==> config.mk <==
export PLATFORM = sky130hd
export DESIGN_NAME = regfile_param
export DESIGN_NICKNAME = d
export VERILOG_FILES = /design/src/rtl/regfile_pkg.sv /design/src/rtl/regfile_rd_port.sv /design/src/rtl/regfile_param.sv
export SDC_FILE = /design/constraint.sdc
export NUM_CORES = 1
export LEC_CHECK = 0
export BUFFER_PORTS_ARGS = -buffer_cell sky130_fd_sc_hd__buf_2
export CORE_ASPECT_RATIO = 2
export CORE_MARGIN = 2
export CORE_UTILIZATION = 28
export DETAILED_ROUTE_END_ITERATION = 12
export SLEW_MARGIN = 40
export SYNTH_ARGS = -nofsm -noshare
export SYNTH_HDL_FRONTEND = slang
export SYNTH_HIERARCHICAL = 1
export SYNTH_SLANG_ARGS = --single-unit
export TNS_END_PERCENT = 10
==> constraint.sdc <==
create_clock -name clk -period 2.65 [get_ports clk]
set_input_delay 0.1325 -clock clk [delete_from_list [all_inputs] [get_ports clk]]
set_output_delay 0.1325 -clock clk [all_outputs]
set_load 0.1 [all_outputs]
==> src/rtl/regfile_pkg.sv <==
// Shared constants and typedefs for the parametrised register file.
// RF_DATA_W / RF_DEPTH are the default geometry; rf_addr_t and rf_word_t
// give datapath clients matching address and data types.
package regfile_pkg;

    localparam int unsigned RF_DATA_W = 16;
    localparam int unsigned RF_DEPTH  = 32;
    localparam int unsigned RF_ADDR_W = $clog2(RF_DEPTH);

    typedef logic [RF_ADDR_W-1:0] rf_addr_t;
    typedef logic [RF_DATA_W-1:0] rf_word_t;

endpackage : regfile_pkg

==> src/rtl/regfile_rd_port.sv <==
// One registered read port of regfile_param.
// Ports:
//   clk_i, rst_ni   clock, asynchronous active-low reset
//   clr_i           bulk clear happening this cycle
//   re_i            read enable; loads rdata_o and sets rvalid_o
//   raddr_i         read address
//   wr_en_i         legal write happening this cycle (already range/zero checked)
//   waddr_i/wdata_i write address/data, used for write-first bypass
//   arr_word_i      current array contents at raddr_i (0 when out of range)
//   rdata_o         registered read data, holds when re_i=0
//   rvalid_o        registered read-valid strobe
module regfile_rd_port
    import regfile_pkg::*;
#(
    parameter int unsigned DATA_W   = RF_DATA_W,
    parameter int unsigned DEPTH    = RF_DEPTH,
    parameter bit          ZERO_REG = 1'b0,
    parameter int unsigned ADDR_W   = $clog2(DEPTH)
) (
    input  logic              clk_i,
    input  logic              rst_ni,
    input  logic              clr_i,
    input  logic              re_i,
    input  logic [ADDR_W-1:0] raddr_i,
    input  logic              wr_en_i,
    input  logic [ADDR_W-1:0] waddr_i,
    input  logic [DATA_W-1:0] wdata_i,
    input  logic [DATA_W-1:0] arr_word_i,
    output logic [DATA_W-1:0] rdata_o,
    output logic              rvalid_o
);

    localparam logic [ADDR_W:0] DEPTH_C = (ADDR_W+1)'(DEPTH);

    logic [DATA_W-1:0] rdata_q, rdata_d;
    logic              rvalid_q, rvalid_d;
    logic              rd_zero;
    logic              bypass;
    logic [DATA_W-1:0] rd_value;

    // Masking wins over bypass: an out-of-range or hard-zero address reads 0
    // even if a (necessarily ignored) write targets it.
    assign rd_zero = ({1'b0, raddr_i} >= DEPTH_C) ||
                     (ZERO_REG && (raddr_i == '0));
    assign bypass  = wr_en_i && (waddr_i == raddr_i);

    always_comb begin
        rd_value = arr_word_i;
        if (rd_zero) begin
            rd_value = '0;
        end else if (bypass) begin
            rd_value = wdata_i;
        end else if (clr_i) begin
            rd_value = '0;
        end
    end

    always_comb begin
        rdata_d  = rdata_q;
        rvalid_d = re_i;
        if (re_i) begin
            rdata_d = rd_value;
        end
    end

    always_ff @(posedge clk_i or negedge rst_ni) begin
        if (!rst_ni) begin
            rdata_q  <= '0;
            rvalid_q <= 1'b0;
        end else begin
            rdata_q  <= rdata_d;
            rvalid_q <= rvalid_d;
        end
    end

    assign rdata_o  = rdata_q;
    assign rvalid_o = rvalid_q;

endmodule : regfile_rd_port

==> src/rtl/regfile_param.sv <==
// Parametrised clocked register file: DEPTH words of DATA_W bits, one
// synchronous write port, NUM_RD registered read ports with write-first
// bypass, optional hard-wired zero register and single-cycle bulk clear.
// Ports:
//   clk, rst_n  rising-edge clock, asynchronous active-low reset
//   clr         clear every register (a same-cycle write still lands)
//   we/waddr/wdata  write port; out-of-range or zero-register writes ignored
//   re          per-port read enable
//   raddr       packed read addresses, port i at [i*ADDR_W +: ADDR_W]
//   rdata       packed registered read data, port i at [i*DATA_W +: DATA_W]
//   rvalid      per-port read-valid strobe
module regfile_param
    import regfile_pkg::*;
#(
    parameter int unsigned DATA_W   = RF_DATA_W,
    parameter int unsigned DEPTH    = RF_DEPTH,
    parameter int unsigned NUM_RD   = 2,
    parameter bit          ZERO_REG = 1'b0,
    parameter int unsigned ADDR_W   = $clog2(DEPTH)
) (
    input  logic                     clk,
    input  logic                     rst_n,
    input  logic                     clr,
    input  logic                     we,
    input  logic [ADDR_W-1:0]        waddr,
    input  logic [DATA_W-1:0]        wdata,
    input  logic [NUM_RD-1:0]        re,
    input  logic [NUM_RD*ADDR_W-1:0] raddr,
    output logic [NUM_RD*DATA_W-1:0] rdata,
    output logic [NUM_RD-1:0]        rvalid
);

    localparam logic [ADDR_W:0] DEPTH_C = (ADDR_W+1)'(DEPTH);

    logic [DATA_W-1:0] mem_q [DEPTH];
    logic [DATA_W-1:0] mem_d [DEPTH];
    logic              wr_legal;

    assign wr_legal = we && ({1'b0, waddr} < DEPTH_C) &&
                      !(ZERO_REG && (waddr == '0));

    // Clear first, then the write, so a same-cycle write survives the clear.
    // Indexing is done by comparison so non-power-of-two depths never index
    // past the array.
    always_comb begin
        for (int unsigned j = 0; j < DEPTH; j++) begin
            mem_d[j] = clr ? '0 : mem_q[j];
            if (wr_legal && (waddr == ADDR_W'(j))) begin
                mem_d[j] = wdata;
            end
        end
    end

    always_ff @(posedge clk or negedge rst_n) begin
        if (!rst_n) begin
            for (int unsigned j = 0; j < DEPTH; j++) begin
                mem_q[j] <= '0;
            end
        end else begin
            for (int unsigned j = 0; j < DEPTH; j++) begin
                mem_q[j] <= mem_d[j];
            end
        end
    end

    for (genvar g = 0; g < NUM_RD; g++) begin : g_rd
        logic [ADDR_W-1:0] ra;
        logic [DATA_W-1:0] arr_word;

        assign ra = raddr[g*ADDR_W +: ADDR_W];

        always_comb begin
            arr_word = '0;
            for (int unsigned j = 0; j < DEPTH; j++) begin
                if (ra == ADDR_W'(j)) begin
                    arr_word = mem_q[j];
                end
            end
        end

        regfile_rd_port #(
            .DATA_W  (DATA_W),
            .DEPTH   (DEPTH),
            .ZERO_REG(ZERO_REG),
            .ADDR_W  (ADDR_W)
        ) u_rd_port (
            .clk_i     (clk),
            .rst_ni    (rst_n),
            .clr_i     (clr),
            .re_i      (re[g]),
            .raddr_i   (ra),
            .wr_en_i   (wr_legal),
            .waddr_i   (waddr),
            .wdata_i   (wdata),
            .arr_word_i(arr_word),
            .rdata_o   (rdata[g*DATA_W +: DATA_W]),
            .rvalid_o  (rvalid[g])
        );
    end

endmodule : regfile_param

==> flow_summary.json, run 1 <==
{
  "timing.hold.ws_ns": 0.0311,
  "ios": 71,
  "synth_area_um2": 35400,
  "crit_path_max_fanout": 3,
  "io_buffers": 70,
  "fillCellCount": 13000,
  "outcome": "complete, no violations",
  "numCtsBuffers": 56,
  "grt_max_degree": 149,
  "htree_levels": 2,
  "vias": 37800,
  "clockBufferDepth": 3,
  "max_freq_ghz": 0.378,
  "synth_nets": 4278,
  "r2r-start": "mem_q[331]",
  "dp_hpwl_mm": 184,
  "cp_data_required_time_ns": 3.24,
  "worst_setup_path_end_kind": "flip-flop",
  "topRoutingLayerUsed": "met5",
  "report.final.setup_viol": 0,
  "core_area_um2": 125000,
  "whs_path_depth": 3,
  "worst_setup_path_start_kind": "flip-flop",
  "setup_slack_ns": 0.00606,
  "slew_headroom_pct": 39.1,
  "critPathLaunch": "mem_q[331]",
  "drt-met1-wl_mm": 78.6,
  "drc": 0,
  "cts_setup_buffers": 0,
  "ys_warn_count": 6,
  "grt_usage_pct": 36.8,
  "path_class": "reg -> reg",
  "avgRoutedWirePerCell_um": 37.4,
  "grt_remaining_overflow": 0,
  "fin_crit_ns": 2.64,
  "r2r_cells": 9,
  "ys_ff_latch": 546,
  "clock-sinks": 546,
  "placementRows": 184,
  "viasPerCell": 5.84,
  "clk_pin_slew_ns": 0.07,
  "ir_drop_uv": 537,
  "synth_flop_cell": "dfrtp_1",
  "async_flop_share_pct": 100,
  "antenna_found_initial": 14,
  "rsz0062_at_grt": "true",
  "ys_types": 99,
  "ys_seq_area_share_pct": 38.6,
  "min_from": "wdata[9]",
  "finalCritPeriodShare_pct": 99.8,
  "grt_pass1_wl_mm": 327,
  "hold-path-endpoint": "mem_q[121]",
  "synth_area_leaders": "dfrtp_1 (39%), o21ai_0 (8.2%), nand2_1 (7.9%)",
  "dp_slack_ns": -0.699,
  "die-width_um": 255,
  "maxCapViolCount": 0,
  "syn2layout_area_growth_pct": 28.0,
  "dr_wl_met3_mm": 13.3,
  "yosysTopAreaCellShare_pct": 38.6,
  "tritoncts": "built",
  "route.met2.wl_mm": 118,
  "drt_wl_total_mm": 242,
  "slew_viol_final": 0,
  "die_area_um2": 129000,
  "clock_latency_ns": 0.73,
  "place.gp.congestion": 1.07,
  "syn_inst": 4241,
  "finalSetupTns_ns": 0,
  "nets": 4778,
  "die_h_um": 507,
  "worstMarginPinSlew_ns": 0.914,
  "rrSetupSlack_ns": 0.006,
  "initial_core_util_pct": 28.2,
  "power.density_nw_per_um2": 498,
  "synth_top_area_cell": "dfrtp_1",
  "worstPathArrival_ns": 3.23,
  "drive_above_1_share_pct": 23.8,
  "hold_viol_final": 0,
  "root_buffer": "clkbuf_16",
  "hold_path_class": "in -> reg",
  "power.leakage_nw": 19.2,
  "fin_skew_ns": 0.0311,
  "timing.rr.end": "g_rd[1].u_rd_port/rdata_o[11]",
  "syn_area_per_cell_um2": 8.34,
  "first_global_vias": 37600,
  "firstDrtPassIters": 7,
  "ant_nets": 0,
  "p_total_w": 0.0225,
  "synth-edff-count": 0,
  "drt_iter0_markers": 4409
}
[cell usage after synthesis, types with 13 or more instances]
library cell	n
a211o_1	13
a211oi_1	35
a21oi_1	190
a221o_1	28
a221oi_1	26
a22oi_1	38
a2bb2oi_1	15
a31oi_1	35
and3_1	14
buf_2	125
buf_4	32
buf_6	18
clkbuf_1	247
dfrtp_1	546
inv_1	46
mux2_2	48
mux2i_1	127
mux4_2	36
nand2_1	746
nand2b_1	421
nand3_1	42
nand3b_1	94
nor2_1	155
nor2b_1	73
nor3_1	53
o211ai_1	23
o21ai_0	583
o221ai_1	44
o22ai_1	63
o2bb2ai_1	15
o31ai_1	45
[flip-flops by register name, indices dropped and copies added, names as in the netlist]
name                     flops
g_rd.u_rd_port/rdata_o      32
mem_q                      512
g_rd.u_rd_port/rvalid_o      2
[repair_timing]
item | in CTS | in global routing
cloned | 0 | 0
endpoints found under the hold margin | 579 | 0
resized for setup | 12 | 13
hold buffers | 16 | 0
endpoints found under the setup margin | 7 | 8
pin swaps | 0 | 2
[layout by cell type (no fill, tap or decap), drive strengths merged, types with 13 or more instances in the layout]
cell / synthesis / layout
nor3b: 13 / 13
o2bb2ai: 15 / 15
mux4: 36 / 36
nand3: 42 / 42
a2bb2oi: 15 / 15
o221ai: 44 / 44
and3: 14 / 14
dfrtp: 546 / 546
a21oi: 192 / 192
o211ai: 23 / 23
nor3: 55 / 55
mux2: 50 / 50
nor2: 155 / 155
diode: 0 / 18
clkbuf: 247 / 78
a221o: 40 / 40
o21ai: 589 / 589
clkinv: 1 / 14
mux2i: 127 / 127
o31ai: 45 / 45
nand3b: 96 / 96
a31oi: 35 / 35
a211oi: 37 / 37
a211o: 13 / 13
o22ai: 63 / 63
a22oi: 38 / 38
nand2: 746 / 746
buf: 178 / 849
and2: 13 / 13
dlygate4sd3: 0 / 16
a221oi: 26 / 26
inv: 46 / 47
nand2b: 421 / 421
nor2b: 73 / 73
[metal layers]
metal / vias up / GRT usage (%)
li1: 16100 / -
met1: 18800 / 36.7
met2: 2054 / 63.0
met3: 920 / 5.41
met4: 8 / 39.6
met5: - / 0
[final cells by class]
cell class	instances	area [um2]	area share, %
Multi-Input combinational cell	3223	19800	43.8
Clock inverter	28	430	0.951
Inverter	47	176	0.390
Timing Repair Buffer	867	7420	16.4
Antenna cell	18	45.0	0.0995
Clock buffer	76	1620	3.58
Tap cell	1674	2090	4.63
Sequential cell	546	13700	30.2
[power by group]
part	internal (W)	total (W)	switching (W)
registers	0.00847	0.00873	0.000255
logic	0.00147	0.00446	0.00298
clock network	0.00526	0.00936	0.00409
[metrics by stage]
stage | utilization, % | area [um2] | instances
CTS | 35.9 | 45100 | 6461
floorplan | - | 35400 | 4241
detailed placement | 34.1 | 42800 | 6341
global placement | 34.1 | 42800 | 6340
finish | 36.1 | 45300 | 6479
global route | 36.1 | 45300 | 6473
[critical path, stage by stage, from the launching register on]
cell	delay (ns)
dfrtp_1	0.50
a21oi_1	0.25
o32ai_1	0.13
nor3_2	0.36
buf_4	0.22
a31oi_1	0.05
buf_4	0.19
o21ai_2	0.27
nand3_1	0.17
a221o_2	0.37
[worst max-delay path by stage]
stage | end | slack (ns) | depth (start not counted)
floorplan | g_rd[0].u_rd_port/rdata_o[14] | 0.56 | 10
global placement | g_rd[0].u_rd_port/rdata_o[2] | -0.65 | 12
detailed placement | g_rd[0].u_rd_port/rdata_o[2] | -0.70 | 12
CTS | g_rd[0].u_rd_port/rdata_o[11] | 0.009 | 7
global route | g_rd[1].u_rd_port/rdata_o[10] | -0.04 | 8
finish | g_rd[1].u_rd_port/rdata_o[11] | 0.006 | 9
[logic make-up after synthesis]
group / share of synthesized area (%)
and+or+nand+nor: 24.3
AOI/OAI and AO/OA: 23.2
DFF: 38.6
buffers and inverters: 6.17
muxes: 7.49
xor gates and xnor gates: 0.248
Note: power is estimated with default switching activity, not from simulation.
==> run 2: changes to the inputs <==
- BUFFER_PORTS_ARGS: -buffer_cell sky130_fd_sc_hd__buf_2 -> -buffer_cell sky130_fd_sc_hd__clkbuf_2
==> run 2 against run 1 <==
  * Die area is the same
  * Clock skew grew 0.0075 ns
  * Cell count decreased by 0.77%
  * The flow now finishes with violations (setup timing)
==> flow_summary.json, run 2 (same netlist as run 1, synthesis figures left out) <==
{
  "nets": 4743,
  "first_global_vias": 37900,
  "maxCapViolCount": 0,
  "mostFrequentLayoutCell": "nand2_1",
  "hold_viol_final": 0,
  "layout_common_cells": "nand2_1 (745), buf_4 (678), o21ai_0 (576), dfrtp_1 (542), nand2b_1 (421)",
  "outcome": "finished, violations left",
  "clock_latency_ns": 0.73,
  "avgRoutedWirePerCell_um": 37.3,
  "cp_data_required_time_ns": 3.24,
  "die_area_um2": 129000,
  "firstDrtPassIters": 6,
  "grt_remaining_overflow": 0,
  "setup_slack_ns": -0.142,
  "path_class": "in -> reg",
  "rsz0062_at_grt": "true",
  "fin_cells": 6429,
  "antenna_found_initial": 11,
  "viasPerCell": 5.89,
  "violations": "setup timing",
  "die-width_um": 255,
  "clockBufferDepth": 3,
  "crit_path_max_fanout": 16,
  "ios": 71,
  "drc": 0,
  "drt_iter0_markers": 4490,
  "dp_hpwl_mm": 180,
  "place_inst": 6314,
  "finalCritPeriodShare_pct": 105,
  "root_buffer": "clkbuf_16",
  "die_h_um": 507,
  "slew_viol_final": 0,
  "place.gp.congestion": 1.05,
  "max_freq_ghz": 0.358,
  "dp_slack_ns": -0.995,
  "power.leakage_nw": 18.9,
  "ir_drop_uv": 460,
  "htree_levels": 2,
  "grt_pass1_wl_mm": 326,
  "numCtsBuffers": 53,
  "report.final.setup_viol": 4,
  "clk_pin_slew_ns": 0.07,
  "tritoncts": "built",
  "fin_skew_ns": 0.0386,
  "hold_path_class": "in -> async",
  "cts_setup_buffers": 0,
  "worst_setup_path_end_kind": "flip-flop",
  "power.density_nw_per_um2": 480,
  "vias": 37900,
  "worst_setup_path_start_kind": "input port",
  "fin_crit_ns": 2.79,
  "core_area_um2": 125000,
  "clock-sinks": 546,
  "initial_core_util_pct": 28.2,
  "timing.hold.ws_ns": 0.00732,
  "grt_max_degree": 208,
  "r2r_cells": 7,
  "grt_usage_pct": 36.6,
  "ant_nets": 0,
  "drive_above_1_share_pct": 23.6,
  "worstPathArrival_ns": 3.38,
  "slew_headroom_pct": 33.5,
  "placementRows": 184,
  "syn2layout_area_growth_pct": 26.5,
  "drt_wl_total_mm": 240,
  "largest_reg_flops": 512,
  "worstMarginPinSlew_ns": 0.993,
  "io_buffers": 70,
  "regMostFlops": "mem_q"
}
run 2: cell type report:
cell class / instances / area [um2]
Antenna cell: 8 / 20.0
Clock buffer: 75 / 1560
Clock inverter: 21 / 196
Fill cell: 13000 / 80700
Inverter: 47 / 176
Multi-Input combinational cell: 3223 / 19800
Sequential cell: 546 / 13700
Tap cell: 1674 / 2090
Timing Repair Buffer: 835 / 7180
run 2: layer usage:
metal,share of wire (%),track usage (%),wire [um],up-vias
li1,-,-,-,16000
met1,33,36.6,78100,18800
met2,48,62.1,115000,2151
met3,6.0,6.43,14400,941
met4,13,38.9,32300,4
met5,0.010,0,24,-
run 2: power by group:
| part | switching (W) | internal, W | total [W] | leakage [nW] |
|---|---|---|---|---|
| Sequential | 0.000224 | 0.00847 | 0.00869 | 7.57 |
| Clock | 0.00397 | 0.00430 | 0.00828 | 0.853 |
| Combinational | 0.00303 | 0.00147 | 0.00450 | 10.5 |
| Total | 0.00723 | 0.0142 | 0.0215 | 18.9 |
run 2: path summary, 6_finish.rpt:
check                      startpoint  slack, ns                            to
setup / recovery             raddr[3]      -0.14  g_rd[0].u_rd_port/rdata_o[8]
hold / removal                  rst_n      0.007                    mem_q[259]
setup reg to reg           mem_q[136]      -0.13  g_rd[0].u_rd_port/rdata_o[8]
hold reg to reg            mem_q[430]       0.55                    mem_q[430]
max in group asynchronous       rst_n       1.65                    mem_q[292]
min in group clk             wdata[5]       0.01                    mem_q[437]
run 2: critical path: stages:
cell	delay, ns
clkbuf_2	0.20
buf_4	0.25
and3b_1	0.43
buf_4	0.21
nand2_1	0.08
buf_12	0.15
o21ai_2	0.50
a211oi_1	0.17
a32oi_1	0.28
buf_2	0.27
o21ai_2	0.18
buf_12	0.19
a221o_1	0.31
run 2: timing repair:
action                                  in CTS  in global routing
hold endpoints to repair                   203                  0
endpoints found under the setup margin      11                 14
gates resized for setup                     18                 19
hold buffers                                 8                  0
pin swaps                                    0                  5
run 2: per-stage QoR:
| stage | power [W] | TNS (ns) | util, % | area [um2] |
|---|---|---|---|---|
| finish | 0.0215 | -0.272 | 35.7 | 44700 |
| global route | 0.0219 | -0.0965 | 35.6 | 44700 |
| CTS | 0.0213 | -0.0583 | 35.5 | 44500 |
| detailed placement | 0.0131 | -11.05 | 34.0 | 42600 |
| global placement | 0.0131 | -12.15 | 34.0 | 42600 |
| floorplan | 0.0106 | 0 | - | 35400 |
